--- src/rtl/cacheline_burst_adapter.sv ---
// Splits one 256-bit cacheline read/write into a single 4-beat 64-bit bmem burst
// and reassembles read beats into a full line. All outputs are registered.
module cacheline_burst_adapter #(
    parameter int LINE_WIDTH = 256,
    parameter int BUS_WIDTH  = 64,
    parameter int ADDR_WIDTH = 32
) (
    input  logic                  clk,
    input  logic                  rst,
    input  logic [ADDR_WIDTH-1:0] line_addr,
    input  logic                  line_read,
    input  logic                  line_write,
    input  logic [LINE_WIDTH-1:0] line_wdata,
    output logic [LINE_WIDTH-1:0] line_rdata,
    output logic                  line_resp,
    output logic [ADDR_WIDTH-1:0] bmem_addr,
    output logic                  bmem_read,
    output logic                  bmem_write,
    output logic [BUS_WIDTH-1:0]  bmem_wdata,
    input  logic [BUS_WIDTH-1:0]  bmem_rdata,
    input  logic                  bmem_resp,
    output logic                  adapter_error
);

    localparam int BURST_LEN = LINE_WIDTH / BUS_WIDTH;
    localparam int CNT_W     = $clog2(BURST_LEN);
    localparam int OFF_W     = $clog2(LINE_WIDTH / 8);

    typedef enum logic [1:0] {
        ST_IDLE,
        ST_RD_BURST,
        ST_WR_BURST,
        ST_DONE
    } state_t;

    state_t                               r_state;
    logic [CNT_W-1:0]                     r_cnt;
    logic [BURST_LEN-1:0][BUS_WIDTH-1:0]  r_rdata;
    logic [BURST_LEN-1:0][BUS_WIDTH-1:0]  r_line_q;
    logic                                 r_resp;
    logic                                 r_error;
    logic [ADDR_WIDTH-1:0]                r_addr;
    logic                                 r_read;
    logic                                 r_write;
    logic [BUS_WIDTH-1:0]                 r_wdata;

    logic [ADDR_WIDTH-1:0]                w_aligned_addr;
    logic [CNT_W-1:0]                     w_next_cnt;
    logic                                 w_last_beat;
    logic                                 w_issue_write;
    logic                                 w_unused_addr_bits;

    // Bursts always start on a line boundary; the byte offset is dropped.
    assign w_aligned_addr     = {line_addr[ADDR_WIDTH-1:OFF_W], OFF_W'(0)};
    assign w_unused_addr_bits = ^line_addr[OFF_W-1:0];
    assign w_next_cnt         = r_cnt + CNT_W'(1);
    assign w_last_beat        = (r_cnt == CNT_W'(BURST_LEN - 1));
    assign w_issue_write      = (r_state == ST_IDLE) && line_write && !line_read;

    // NOTE: the line buffer is pure data and is always loaded before it is read,
    // so it has no reset and lives in its own block.
    always_ff @(posedge clk) begin
        if (w_issue_write) begin
            r_line_q <= line_wdata;
        end
    end

    // NOTE: every sequential assignment is non-blocking so all state updates
    // see the same pre-edge values.
    always_ff @(posedge clk) begin
        if (!rst) begin
            r_state <= ST_IDLE;
            r_cnt   <= '0;
            r_rdata <= '0;
            r_resp  <= 1'b0;
            r_error <= 1'b0;
            r_addr  <= '0;
            r_read  <= 1'b0;
            r_write <= 1'b0;
            r_wdata <= '0;
        end else begin
            case (r_state)
                ST_IDLE: begin
                    if (bmem_resp) begin
                        r_error <= 1'b1;
                    end
                    if (line_read && line_write) begin
                        r_error <= 1'b1;
                    end else if (line_read) begin
                        r_addr  <= w_aligned_addr;
                        r_read  <= 1'b1;
                        r_state <= ST_RD_BURST;
                    end else if (line_write) begin
                        r_addr  <= w_aligned_addr;
                        r_wdata <= line_wdata[BUS_WIDTH-1:0];
                        r_write <= 1'b1;
                        r_state <= ST_WR_BURST;
                    end
                end
                ST_RD_BURST: begin
                    if (bmem_resp) begin
                        r_rdata[r_cnt] <= bmem_rdata;
                        r_cnt          <= w_next_cnt;
                        if (w_last_beat) begin
                            r_read  <= 1'b0;
                            r_resp  <= 1'b1;
                            r_state <= ST_DONE;
                        end
                    end
                end
                ST_WR_BURST: begin
                    // Memory samples bmem_wdata at the resp edge, so stage the next beat now.
                    if (bmem_resp) begin
                        r_cnt   <= w_next_cnt;
                        r_wdata <= r_line_q[w_next_cnt];
                        if (w_last_beat) begin
                            r_write <= 1'b0;
                            r_resp  <= 1'b1;
                            r_state <= ST_DONE;
                        end
                    end
                end
                ST_DONE: begin
                    r_resp  <= 1'b0;
                    r_cnt   <= '0;
                    r_state <= ST_IDLE;
                end
                default: begin
                    r_state <= ST_IDLE;
                end
            endcase
        end
    end

    assign line_rdata    = r_rdata;
    assign line_resp     = r_resp;
    assign adapter_error = r_error;
    assign bmem_addr     = r_addr;
    assign bmem_read     = r_read;
    assign bmem_write    = r_write;
    assign bmem_wdata    = r_wdata;

endmodule

--- config.mk ---
export PLATFORM = sky130hd
export DESIGN_NAME = cacheline_burst_adapter
export DESIGN_NICKNAME = d
export VERILOG_FILES = /design/src/rtl/cacheline_burst_adapter.sv
export SDC_FILE = /design/constraint.sdc
export NUM_CORES = 1
export LEC_CHECK = 0
export BUFFER_PORTS_ARGS = -buffer_cell sky130_fd_sc_hd__buf_2
export CORE_ASPECT_RATIO = 2
export CORE_MARGIN = 3
export CORE_UTILIZATION = 30
export CTS_CLUSTER_DIAMETER = 200
export DETAILED_ROUTE_END_ITERATION = 6
export MAX_ROUTING_LAYER = met4
export PLACE_DENSITY = 0.51
export SYNTH_ARGS = -nofsm -noshare
export SYNTH_HDL_FRONTEND = slang
export SYNTH_SLANG_ARGS = --single-unit
--- constraint.sdc ---
create_clock -name clk -period 8.5 [get_ports clk]
set_input_delay 1.7 -clock clk [delete_from_list [all_inputs] [get_ports clk]]
set_output_delay 1.7 -clock clk [all_outputs]
set_load 0.03 [all_outputs]
==> key figures, run 1 <==
Timing
  • Slew HR: 19.6%
  • Final Critical Period: 3.73 ns
  • Final Max Slew Viols: 0
  • Tcrit/Tclk final: 43.9%
  • Hold Vio Cnt, Final: 0
  • Fmax: 0.268 GHz
  • # setup viols final: 0
  • Actual slew at the worst max-slew pin: 1.20 ns
  • RSZ-0062 raised after global routing: false
  • Total negative setup slack: 0 ns
  • Worst Skew: 0.0171 ns
  • Hold Slack: 0.451 ns

Worst setup path
  • Critical path class: input port to register
  • Crit path largest cell delay: 0.63 ns
  • Worst-path fanout max: 32
  • Max stage delay cell, worst path: buf_4
  • Startpoint Class: input port
  • Most frequent CP cell: buf_4
  • Worst setup EP type: register
  • Arrival @ worst endpoint: 4.17 ns
  • Crit-path cells: buf_2 -> ha_1 -> nand4bb_2 -> a21oi_4 -> buf_4 -> buf_4 -> a221oi_1
  • Critical Path RT: 8.94 ns

Placement
  • Detailed placement HPWL: 57600 um
  • Port bufs: 702
  • Placer Congestion: 0.860

Clocking
  • Num CTS Buffers: 57
  • Max clock buf depth: 3
  • Postcts setup bufs: 0
  • Root buffer cell: clkbuf_16
  • Worst-path clk slew: 0.06 ns
  • CTS Hold Bufs: 0
  • H-Tree Depth: 2
  • CTS tree: yes
  • Post_cts resized: 0
  • CTS sink cnt: 611
  • Worst skew pair latency: 0.62 ns

Power
  • Pwr dens: 287 nW/um^2
  • Pleak: 11.4 nW
  • VDD IR max: 181 uV

Cells and area
  • Reg area: 14800 sq um
  • Layout cells sized above 1: 37.8%
  • Filler instances: 7527
  • Area growth, synth to finish: 27.5%
  • Footprint of the multi-input gates: 7490 sq um
  • Final nets: 3010

Synth
  • Post-Syn Area: 23000 sq um
  • Yosys reg bits: 611
  • Share of flip-flops with an asynchronous set or reset: 0%
  • Yosys warns: 0
  • Yosys cell types: 41
  • Post-synthesis sequential area ratio: 64.4%
  • Top FF cell, synth: dfxtp_1
  • Cells after synthesis: 2018
  • Average size of a mapped cell: 11.4 sq um
  • Number of synthesized flops with an enable pin: 256

Die
  • Die width: 202 um
  • # rows: 142
  • Initial Util: 30.5%
  • Die H: 397 um
  • Die ar.: 80100 sq um
  • # IOs: 713
  • Core Box Area: 75300 sq um

Global routing
  • Largest net degree at the start of global routing: 129
  • First-pass GRT wire length: 122000 um
  • Grt ovf: 0
  • Gr usage total: 20.6%
  • Antenna violations before repair: 22
  • Vias in the first global route: 18600

Routing
  • Routed length per instance: 22.7 um
  • Via count: 18200
  • DRC viols: 3
  • ANT nets after route: 0
  • Starting DRT DRC Count: 1245
  • Via density: 4.91
  • WL final: 84200 um
  • Pre-antenna DRT Iters: 7

Status
  • Failing checks: DRC
  • Status: complete, but fails checks

Worst hold path
  • HP Class: register to register

Run
  • Max-Cap Viols: 0
==> registers in the layout (all words and copies together) (netlist names) <==
signal         flops
adapter_error      1
line_rdata       256
r_state            2
bmem_addr         27
line_resp          1
bmem_read          1
r_cnt              2
r_line_q         256
bmem_wdata        64
bmem_write         1
==> metal layers <==
metal  GRT usage, %  vias to the layer above  routed length (um)
met5              -                        -                   0
met4           5.92                        0                2300
met3           7.56                      120                8920
met2           34.1                      907               40100
met1           23.4                     8797               33000
li1               -                     8423                   -
==> cells in the mapped netlist (all sizes together), types with 5 or more instances <==
master,n,share of area [%]
and3,5,0.14
nand2,570,9.3
edfxtp,256,33
a21oi,290,6.3
a222oi,64,2.8
nor2,66,1.1
mux2,128,6.6
dfxtp,355,31
inv,11,0.18
clkbuf,94,1.5
buf,66,1.7
ha,12,0.65
a221oi,64,4.1
==> per-stage QoR <==
stage | util [%] | power (mW) | worst slack [ns] | instances | cell area [sq um]
2_1_floorplan | - | 5.10 | 0.215 | 2022 | 23000
3_3_place_gp | 36.2 | 5.73 | 4.10 | 3590 | 27300
3_5_place_dp | 36.2 | 5.77 | 4.07 | 3590 | 27300
4_1_cts | 38.8 | 8.50 | 4.75 | 3697 | 29200
5_1_grt | 38.9 | 8.76 | 4.62 | 3716 | 29300
6_report | 38.9 | 8.39 | 4.77 | 3718 | 29300
==> where the power goes <==
part | switching [mW] | total (mW) | internal (mW)
combinational | 1.41 | 2.13 | 0.719
sequential | 0.154 | 3.55 | 3.40
clock | 1.16 | 2.71 | 1.55
==> path summary, 6_finish.rpt <==
path / from / endpoint / slack, ns / depth (start not counted)
setup / recovery: line_read / bmem_wdata[63]$_SDFFE_PN0P_ / 4.77 / 7
hold / removal: line_rdata[58]$_SDFFE_PN0P_ / line_rdata[58]$_SDFFE_PN0P_ / 0.45 / 2
setup reg to reg: r_cnt[0]$_SDFFE_PN0P_ / bmem_wdata[13]$_SDFFE_PN0P_ / 5.04 / 6
hold reg to reg: line_rdata[58]$_SDFFE_PN0P_ / line_rdata[58]$_SDFFE_PN0P_ / 0.45 / 2
==> worst max-delay path, delay by kind of cell <==
| kind | cells | cell delay [ns] |
|---|---|---|
| and+or+nand+nor | 1 | 0.33 |
| adders and majority gates | 1 | 0.24 |
| AOI/OAI and AO/OA | 2 | 0.55 |
| buffers and inverters | 3 | 1.28 |
==> final cells by class <==
type | count | area share [%]
Sequential cell | 611 | 50.5
Multi-Input combinational cell | 1240 | 25.6
Timing Repair Buffer | 720 | 12.5
Clock buffer | 91 | 6.04
Tap cell | 1008 | 4.31
Clock inverter | 16 | 0.701
Antenna cell | 21 | 0.179
Inverter | 11 | 0.167
==> cells in the final DEF (no fill, tap or decap), types with 9 or more instances in the layout <==
master / instances
dfxtp_1: 354
diode_2: 21
mux2_2: 106
buf_2: 702
nand2_1: 570
buf_4: 17
clkbuf_1: 17
inv_1: 9
mux2_4: 22
a222oi_1: 64
edfxtp_1: 256
ha_1: 12
nor2_1: 66
clkbuf_8: 13
a221oi_2: 60
a21oi_1: 289
clkbuf_16: 61
==> cell families after synthesis <==
group	Yosys count	share of synthesized area (%)
simple gates	662	11.1
flops	611	64.4
compound gates	431	13.6
buf+inv	171	3.42
mux	130	6.72
fa+ha+maj	12	0.654
other cells	1	0.0163
Power figures use the tool's default switching activity.
==> inputs of run 2 (changes only) <==
==> constraint.sdc (replaced) <==
create_clock -name clk -period 3.3 [get_ports clk]
set_input_delay 0.66 -clock clk [delete_from_list [all_inputs] [get_ports clk]]
set_output_delay 0.66 -clock clk [all_outputs]
set_load 0.03 [all_outputs]
==> run 2 against run 1 <==
The flow now finishes without violations. Worst setup slack got worse by 3.9 ns. First-iteration DRC count increased by 3.4%. Critical path depth decreased by 1. Global-route usage decreased by 0.48 points. Via count increased by 1.0%. Sequential share of layout area decreased by 0.56 points. Critical path type is now register to register.
==> key figures, run 2 (synthesis results as in run 1) <==
Status
  • Status: complete, no violations

Routing
  • Via density: 4.93 (+0.43%)
  • Via count: 18400 (+1.0%)
  • Starting DRT DRC Count: 1287 (+3.4%)
  • WL final: 81900 um (-2.7%)
  • DRC viols: 0 (-3)
  • ANT nets after route: 0 (unchanged)
  • Routed length per instance: 21.9 um (-3.3%)
  • Pre-antenna DRT Iters: 7 (unchanged)

Worst setup path
  • Critical path class: register to register
  • Worst r2r src: r_state[1]$_SDFFE_PN0P_
  • Worst-path fanout max: 40 (+25%)
  • Crit path largest cell delay: 0.66 ns (+0.03 ns)
  • Max stage delay cell, worst path: nand3_2
  • Worst Setup SP: r_state[1]$_SDFFE_PN0P_
  • Crit-path cells: inv_1 -> ha_1 -> nand3_2 -> buf_12 -> nand2_1 -> a21oi_1
  • Worst setup EP type: register
  • Critical Path RT: 3.80 ns (-5.14 ns)
  • Startpoint Class: register
  • Arrival @ worst endpoint: 2.94 ns (-1.23 ns)

Cells and area
  • Layout cells sized above 1: 38.4% (+0.62 points)
  • Filler instances: 7505 (-0.29%)
  • Reg area: 14800 sq um (unchanged)
  • Footprint of the multi-input gates: 7460 sq um (-0.42%)
  • Final instance area: 29600 sq um (+1.1%)
  • Area growth, synth to finish: 28.9%
  • Most frequent cells in the layout: buf_2, nand2_1, dfxtp_1, a21oi_1, edfxtp_1
  • Commonest non-fill, non-tap cell in the layout: buf_2
  • Final nets: 3036 (+0.86%)

Die
  • # IOs: 713 (unchanged)
  • Die width: 202 um (unchanged)
  • Die H: 397 um (unchanged)
  • Core Box Area: 75300 sq um (unchanged)
  • Initial Util: 30.5% (unchanged)
  • Die ar.: 80100 sq um (unchanged)
  • # rows: 142 (unchanged)

Timing
  • # setup viols final: 0 (unchanged)
  • Worst Skew: 0.0168 ns (-0.000313 ns)
  • Tcrit/Tclk final: 73.9%
  • Total negative setup slack: 0 ns (unchanged)
  • RSZ-0062 raised after global routing: false
  • Fmax: 0.410 GHz
  • Actual slew at the worst max-slew pin: 0.853 ns (-0.351 ns)
  • Hold Vio Cnt, Final: 0 (unchanged)
  • Final Max Slew Viols: 0 (unchanged)
  • Slew HR: 43.2% (+24 points)
  • Final Critical Period: 2.44 ns

Global routing
  • Largest net degree at the start of global routing: 108 (-16%)
  • First-pass GRT wire length: 120000 um (-1.2%)
  • Antenna violations before repair: 21 (-4.5%)
  • Gr usage total: 20.1% (-0.48 points)
  • Grt ovf: 0 (unchanged)
  • Vias in the first global route: 18800 (+1.1%)

Power
  • VDD IR max: 435 uV (+140%)
  • Pleak: 11.5 nW (+1.5%)
  • Pwr dens: 730 nW/um^2 (+150%)
  • Pwr Total: 21.6 mW (+160%)

Clocking
  • Root buffer cell: clkbuf_16
  • H-Tree Depth: 2 (unchanged)
  • Postcts setup bufs: 0 (unchanged)
  • Post_cts resized: 0 (unchanged)
  • CTS tree: yes
  • Max clock buf depth: 3 (unchanged)
  • Worst-path clk slew: 0.07 ns (about the same)
  • CTS sink cnt: 611 (unchanged)
  • CTS Hold Bufs: 0 (unchanged)
  • Num CTS Buffers: 57 (unchanged)
  • Worst skew pair latency: 0.64 ns (+0.02 ns)

Placement
  • Placer Congestion: 0.847 (-1.5%)
  • Port bufs: 702 (unchanged)
  • Dpl cell area: 27700 sq um (+1.5%)
  • Detailed placement HPWL: 57300 um (-0.53%)

Worst hold path
  • HP Class: input port to register
  • Hold path start: line_wdata[177]

Run
  • Max-Cap Viols: 0 (unchanged)
## run 2: changes by cell type in the layout (fill, tap and decap cells not counted), moves of 4 or more
cell | previous run | this run
buf_4 | 17 | 24
clkbuf_1 | 17 | 12
clkbuf_16 | 61 | 57
nand3_4 | 4 | 0
nand3_2 | 0 | 4
buf_12 | 1 | 20
## run 2: worst paths after layout
check,to,slack (ns),depth (start not counted)
worst max-delay path,line_rdata[57]$_SDFFE_PN0P_,0.86,6
worst min-delay path,r_line_q[177]$_DFFE_PP_,0.19,1
worst max register to register,line_rdata[57]$_SDFFE_PN0P_,0.86,6
worst min register to register,line_rdata[44]$_SDFFE_PN0P_,0.45,2
## run 2: stage by stage
step	setup slack [ns]	util [%]	hold WS, ns	instances
floorplan	0.252	-	0.465	2022
global placement	0.762	36.7	0.440	3616
detailed placement	0.773	36.7	0.443	3616
CTS	0.835	39.2	0.141	3719
global route	0.670	39.3	0.155	3735
finish	0.860	39.3	0.193	3739
## run 2: final cells by class
class / instances / share of cell area, %
Antenna cell: 20 / 0.169
Clock buffer: 81 / 5.53
Clock inverter: 22 / 0.900
Inverter: 11 / 0.165
Multi-Input combinational cell: 1240 / 25.2
Sequential cell: 611 / 50.0
Tap cell: 1008 / 4.26
Timing Repair Buffer: 746 / 13.8
## run 2: per-layer routing
metal / up-vias / wire (um) / global-route usage (%)
met4: 0 / 2630 / 7.05
li1: 8480 / - / -
met1: 8857 / 31300 / 23.0
met2: 968 / 38500 / 32.1
met3: 124 / 9580 / 8.03
met5: - / 0 / -
## run 2: worst max-delay path: cells and delay by family, from the launching register on
family / cells / cell delay [ns]
DFF: 1 / 0.36
adders and majority gates: 1 / 0.48
and+or+nand+nor: 2 / 0.79
AOI/OAI and AO/OA: 1 / 0.07
buffers and inverters: 2 / 0.54
## run 2: where the power goes
| part | leakage [nW] | total, mW | switching [mW] | internal [mW] |
|---|---|---|---|---|
| clock | 0.939 | 6.83 | 2.98 | 3.85 |
| combinational | 5.34 | 5.74 | 3.69 | 2.04 |
| sequential | 5.24 | 9.04 | 0.297 | 8.74 |
| total | 11.5 | 21.6 | 6.97 | 14.6 |
